[src/rtl/sha1_block_engine.sv]
// sha1_block_engine
//   Iterative SHA-1 compression engine fed by a word-streaming load port.
//   A block arrives as 16 big-endian 32-bit words (W0 first). The engine then
//   runs 80 rounds, UNROLL rounds per clock, and folds the result into the
//   chaining value. The chaining value carries over to the next block unless
//   that block starts with iInitial, which reloads the SHA-1 IV.
//
// Parameters
//   UNROLL   SHA-1 rounds per compute cycle (1, 2, 4 or 5)
//
// Ports
//   clk       rising-edge clock
//   reset     synchronous active-high reset
//   iInitial  with iValid: word 0 of a new message, restart from the IV
//   iValid    iDat holds a message word this cycle
//   iDat      32-bit message word
//   oReady    engine idle and accepting words
//   oDat      digest of the last completed block, H0 in [159:128]
module sha1_block_engine #(
    parameter int UNROLL = 1
) (
    input  logic         clk,
    input  logic         reset,
    input  logic         iInitial,
    input  logic         iValid,
    input  logic [31:0]  iDat,
    output logic         oReady,
    output logic [159:0] oDat
);

    typedef enum logic [1:0] {LOAD, COMPUTE, FINALIZE} state_t;

    localparam logic [31:0] IV0 = 32'h67452301;
    localparam logic [31:0] IV1 = 32'hEFCDAB89;
    localparam logic [31:0] IV2 = 32'h98BADCFE;
    localparam logic [31:0] IV3 = 32'h10325476;
    localparam logic [31:0] IV4 = 32'hC3D2E1F0;

    // Round index of the first round in the final compute cycle.
    localparam logic [6:0] LAST_T = 7'(80 - UNROLL);

    function automatic logic [31:0] rotl1(input logic [31:0] x);
        return {x[30:0], x[31]};
    endfunction

    function automatic logic [31:0] rotl5(input logic [31:0] x);
        return {x[26:0], x[31:27]};
    endfunction

    function automatic logic [31:0] rotl30(input logic [31:0] x);
        return {x[1:0], x[31:2]};
    endfunction

    function automatic logic [31:0] fFunc(input logic [6:0] rt, input logic [31:0] b,
                                          input logic [31:0] c, input logic [31:0] d);
        if (rt < 7'd20)
            return (b & c) | (~b & d);
        else if (rt < 7'd40 || rt >= 7'd60)
            return b ^ c ^ d;
        else
            return (b & c) | (b & d) | (c & d);
    endfunction

    function automatic logic [31:0] kConst(input logic [6:0] rt);
        if (rt < 7'd20)
            return 32'h5A827999;
        else if (rt < 7'd40)
            return 32'h6ED9EBA1;
        else if (rt < 7'd60)
            return 32'h8F1BBCDC;
        else
            return 32'hCA62C1D6;
    endfunction

    state_t      state, stateNext;
    logic [3:0]  count;
    logic        useIv;
    logic [6:0]  t;
    logic [31:0] h0, h1, h2, h3, h4;
    logic [31:0] a, b, c, d, e;
    logic [31:0] w [16];

    logic [31:0] wNext [16];
    logic [31:0] aN, bN, cN, dN, eN;
    logic [6:0]  rt;
    logic [31:0] wt, temp;
    logic [31:0] s0, s1, s2, s3, s4;
    logic        lastWord;

    assign oReady = (state == LOAD);

    // The 16th word of a block, unless it is itself a restart.
    assign lastWord = iValid && !iInitial && (count == 4'd15);

    assign s0 = h0 + a;
    assign s1 = h1 + b;
    assign s2 = h2 + c;
    assign s3 = h3 + d;
    assign s4 = h4 + e;

    // UNROLL rounds chained combinationally. The schedule is expanded in place
    // on a working copy so a word produced by an early round of this cycle is
    // visible to the later rounds that need it as W[t-3].
    always_comb begin
        wNext = w;
        aN    = a;
        bN    = b;
        cN    = c;
        dN    = d;
        eN    = e;
        rt    = t;
        wt    = '0;
        temp  = '0;
        for (int k = 0; k < UNROLL; k++) begin
            rt = t + 7'(k);
            if (rt >= 7'd16)
                wNext[rt[3:0]] = rotl1(wNext[rt[3:0] - 4'd3] ^ wNext[rt[3:0] - 4'd8] ^
                                       wNext[rt[3:0] - 4'd14] ^ wNext[rt[3:0]]);
            wt   = wNext[rt[3:0]];
            temp = rotl5(aN) + fFunc(rt, bN, cN, dN) + eN + kConst(rt) + wt;
            eN   = dN;
            dN   = cN;
            cN   = rotl30(bN);
            bN   = aN;
            aN   = temp;
        end
    end

    always_comb begin
        stateNext = state;
        case (state)
            LOAD:     if (lastWord) stateNext = COMPUTE;
            COMPUTE:  if (t == LAST_T) stateNext = FINALIZE;
            FINALIZE: stateNext = LOAD;
            default:  stateNext = LOAD;
        endcase
    end

    // Control and chaining state.
    always_ff @(posedge clk) begin
        if (reset) begin
            state <= LOAD;
            count <= 4'd0;
            useIv <= 1'b0;
            t     <= 7'd0;
            h0    <= IV0;
            h1    <= IV1;
            h2    <= IV2;
            h3    <= IV3;
            h4    <= IV4;
            oDat  <= '0;
        end else begin
            state <= stateNext;
            case (state)
                LOAD: begin
                    if (iValid) begin
                        if (iInitial) begin
                            count <= 4'd1;
                            useIv <= 1'b1;
                        end else begin
                            count <= count + 4'd1;
                        end
                    end
                    if (lastWord) begin
                        t <= 7'd0;
                        if (useIv) begin
                            h0 <= IV0;
                            h1 <= IV1;
                            h2 <= IV2;
                            h3 <= IV3;
                            h4 <= IV4;
                        end
                    end
                end
                COMPUTE: begin
                    t <= t + 7'(UNROLL);
                end
                FINALIZE: begin
                    h0    <= s0;
                    h1    <= s1;
                    h2    <= s2;
                    h3    <= s3;
                    h4    <= s4;
                    oDat  <= {s0, s1, s2, s3, s4};
                    useIv <= 1'b0;
                    count <= 4'd0;
                end
                default: ;
            endcase
        end
    end

    // Message buffer and working variables; contents are don't-care until a
    // block has been loaded, so they carry no reset.
    always_ff @(posedge clk) begin
        case (state)
            LOAD: begin
                if (iValid)
                    w[iInitial ? 4'd0 : count] <= iDat;
                if (lastWord) begin
                    a <= useIv ? IV0 : h0;
                    b <= useIv ? IV1 : h1;
                    c <= useIv ? IV2 : h2;
                    d <= useIv ? IV3 : h3;
                    e <= useIv ? IV4 : h4;
                end
            end
            COMPUTE: begin
                w <= wNext;
                a <= aN;
                b <= bN;
                c <= cN;
                d <= dN;
                e <= eN;
            end
            default: ;
        endcase
    end

endmodule

[config.mk]
export PLATFORM = sky130hd
export DESIGN_NAME = sha1_block_engine
export DESIGN_NICKNAME = d
export VERILOG_FILES = /design/src/rtl/sha1_block_engine.sv
export SDC_FILE = /design/constraint.sdc
export NUM_CORES = 2
export LEC_CHECK = 0
export CAP_MARGIN = 20
export CORE_ASPECT_RATIO = 1.5
export CORE_MARGIN = 8
export CORE_UTILIZATION = 60
export CTS_BUF_LIST = sky130_fd_sc_hd__clkbuf_2 sky130_fd_sc_hd__clkbuf_4 sky130_fd_sc_hd__clkbuf_8
export CTS_CLUSTER_SIZE = 24
export DETAILED_ROUTE_END_ITERATION = 16
export GPL_TIMING_DRIVEN = 1
export PLACE_DENSITY = 0.78
export SLEW_MARGIN = 20
export SYNTH_ARGS = -nofsm -noshare
export SYNTH_HDL_FRONTEND = slang
export SYNTH_SLANG_ARGS = --single-unit
[constraint.sdc]
create_clock -name clk -period 14.4 [get_ports clk]
set_clock_uncertainty 0.15 [all_clocks]
set_input_delay 2.88 -clock clk [delete_from_list [all_inputs] [get_ports clk]]
set_output_delay 2.88 -clock clk [all_outputs]
set_load 0.05 [all_outputs]
==> impl_metrics.yaml <==
status:
  status: "finished clean"
timing:
  tns_ps: 0
  slew_headroom_pct: 15.2
  worst_pin_slew_ps: 1270
  fmax_mhz: 87.5
  timing.final.crit_period_ps: 11430
  finalSetupViolCount: 0
  drv_slew: 0
  period_share_pct: 79.3
  rsz0062_at_grt: "no"
  finalHoldViolCount: 0
setup_path:
  cp-start-kind: "flop"
  crit_path_end_kind: "flop"
  path_class: "flop to flop"
  max_stage_delay_ps: 1020
  path_buf_inv: 3
  rr_worst_depth: 30
  slowest_stage: "ha_4"
  timing.reg2reg.setup_slack_ps: 2970
  r2r_start: "t[1]"
  crit_arrival_ps: 11920
  crit_required_ps: 14900
  timing.rr.end: "a[31]"
  cp_max_fo: 61
  crit_family: "compound AO/OA/AOI/OAI gates"
detailed_routing:
  drt-vias-per-instance: 7.34
  first_pass_iters: 14
  wirelength_um: 278000
  wl_per_cell_um: 31.8
  via_count: 64100
  ant_nets: 0
  drt_iter0_drc: 10000
  drcViolationCount: 0
floorplan:
  core_area_mm2: 0.119
  io_pins: 197
  die_y_um: 440
  die_area_mm2: 0.131
  die_width_um: 298
  rows: 155
  initial_core_util_pct: 60.4
clock_network:
  cts_tree: "done"
  clk_pin_slew_worst_paths_ps: 60
  cts_hold_buf: 0
  cts_resized: 0
  cts.sinks: 1006
  numCtsBuffers: 160
  clock_latency_ps: 960
  htree_levels: 4
  clockRootBuffer: "clkbuf_8"
  clock_path_buffers: 3
  postCtsSetupBuffers: 0
final_layout:
  synthToLayoutAreaGrowth_pct: 8.65
  fin_util_pct: 65.6
  layout-drive-gt1-share_pct: 14.8
  fin_nets: 7378
hold_path:
  whs_path_depth: 2
  whs_endpoint: "oDat[62]"
  hp-class: "flop to flop"
  hp-start: "oDat[62]"
grt:
  grt_overflow: 0
  grt_first_pass_wirelength_um: 401000
  grt_util_met2_pct: 61.8
  grtUsageMet1_pct: 44.1
  grt-busiest-layer: "met2"
  antenna_found_initial: 7
  grt_pass1_vias: 62800
  track_usage_pct: 40.9
  met3_usage_pct: 15.4
  grt_max_degree: 222
synthesis:
  syn_area_per_cell_um2: 10.1
  synth-seq-area-share_pct: 37.4
  synth_flop_cell: "edfxtp_1"
  syn_nets: 7488
  ys_ff_latch: 1006
  synth_warnings: 0
  async_flop_share_pct: 0
  netlist_area_mm2: 0.0718
  synth_edf_count: 672
  synthCells: 7127
  yosysUniqueCellTypes: 85
pwr:
  p_leak_nw: 27.4
  power_density_mw_per_mm2: 79.7
  ir_drop_uv: 76.2
placed_design:
  hpwl_um: 174000
  gp_congestion: 0.994
  io_buffers: 196
flow_run:
  maxCapViolations: 0
## registers in the layout (all words and copies together), names as in the netlist
register and cells:
a 32, b 32, c 32, count 4, d 32, e 32
h0 32, h1 32, h2 32, h3 32, h4 32, oDat 160
state 2, t 7, useIv 1, w 512
## area by class of cell
cell class              count  area [um2]
clock buffers             230        2880
fillers                  9221       40900
repair buffers            312        2960
inverters                 196         751
diodes                      7        17.5
flip-flops and latches   1006       26900
clock inverters            67         478
well taps                1570        1960
multi-input cells        5341       42000
## through the flow
| stage | std cells | worst slack (ps) | hold slack [ps] | instance area [um2] | total power [mW] |
|---|---|---|---|---|---|
| 2_1_floorplan | 7127 | 4090 | 285 | 71800 | 3.43 |
| 3_3_place_gp | 8421 | 3400 | 281 | 74500 | 3.57 |
| 3_5_place_dp | 8422 | 3180 | 283 | 74500 | 3.58 |
| 4_1_cts | 8719 | 3170 | 297 | 77800 | 6.18 |
| 5_1_grt | 8723 | 2360 | 308 | 78000 | 6.32 |
| 6_report | 8729 | 2970 | 295 | 78000 | 6.21 |
## logic make-up after synthesis
family / after synthesis / share of synthesized area (%)
AO/OA/AOI/OAI: 2114 / 17.5
AND/OR/NAND/NOR: 1879 / 11.0
flip-flops: 1006 / 37.4
buffers and inverters: 780 / 4.66
multiplexers: 545 / 16.1
XOR/XNOR: 478 / 6.35
adder cells (fa/ha/maj): 325 / 6.97
## cells in the final DEF, fill, tap and decap left out, types with 70 or more instances in the layout
cell	instances
a21o_1	98
a21oi_1	820
buf_4	106
clkbuf_8	186
clkdlybuf4s50_1	195
dfxtp_1	330
edfxtp_1	672
fa_1	125
ha_1	198
inv_1	190
mux4_2	485
nand2_1	768
nand2b_1	70
nand3_1	127
nor2_1	655
o21ai_0	317
o22ai_1	519
xnor2_1	245
xor2_1	177
## where the power goes
part	total (mW)	internal, mW	switching [mW]
registers	3.07	3.06	0.0127
logic	0.467	0.160	0.308
clock network	2.68	1.37	1.30
## metal layers
metal,wire [um],up-vias,part of all wire [%]
li1,-,26400,-
met1,83000,30200,30
met2,120000,5642,43
met3,41000,1869,15
met4,33300,6,12
met5,116,-,0.042
## synth_stat cells (33+ instances only)
master    number  area share (%)
xnor2_1      251             3.1
nor3_1        52            0.36
o22ai_1      519             4.5
xnor2_2       47             1.1
ha_1         200             3.5
inv_1        193             1.0
o21ai_0      335             2.3
a22o_1        33            0.40
nand2b_1      73            0.64
nand2_1      797             4.2
fa_1         125             3.5
mux2i_1       57            0.79
buf_6         42            0.66
a21o_1        98             1.0
a21oi_1      821             5.7
mux4_2       485              15
buf_2         49            0.34
clkbuf_1     442             2.3
dfxtp_1      334             9.3
buf_1         42            0.22
edfxtp_1     672              28
a22oi_1       35            0.37
o21a_1        41            0.43
nand3_1      131            0.91
nor2_1       663             3.5
xor2_1       178             2.2
nor2b_1       35            0.31
## worst max-delay path by stage
stage / startpoint / to / depth (start not counted)
3_5_place_dp: t[1] / a[31] / 30
5_1_grt: t[1] / a[31] / 30
2_1_floorplan: t[1] / a[31] / 41
4_1_cts: t[1] / a[31] / 30
3_3_place_gp: t[1] / a[31] / 30
6_report: t[1] / a[31] / 30
## worst reg2reg max path: cells and delay by family (launching register included)
kind	cells	cell delay, ps
buffers and inverters	3	970
muxes	3	1200
and+or+nand+nor	3	330
adders and majority gates	5	2940
xor gates and xnor gates	3	900
AOI/OAI and AO/OA	13	3840
DFF	1	780
Power figures use the tool's default switching activity.
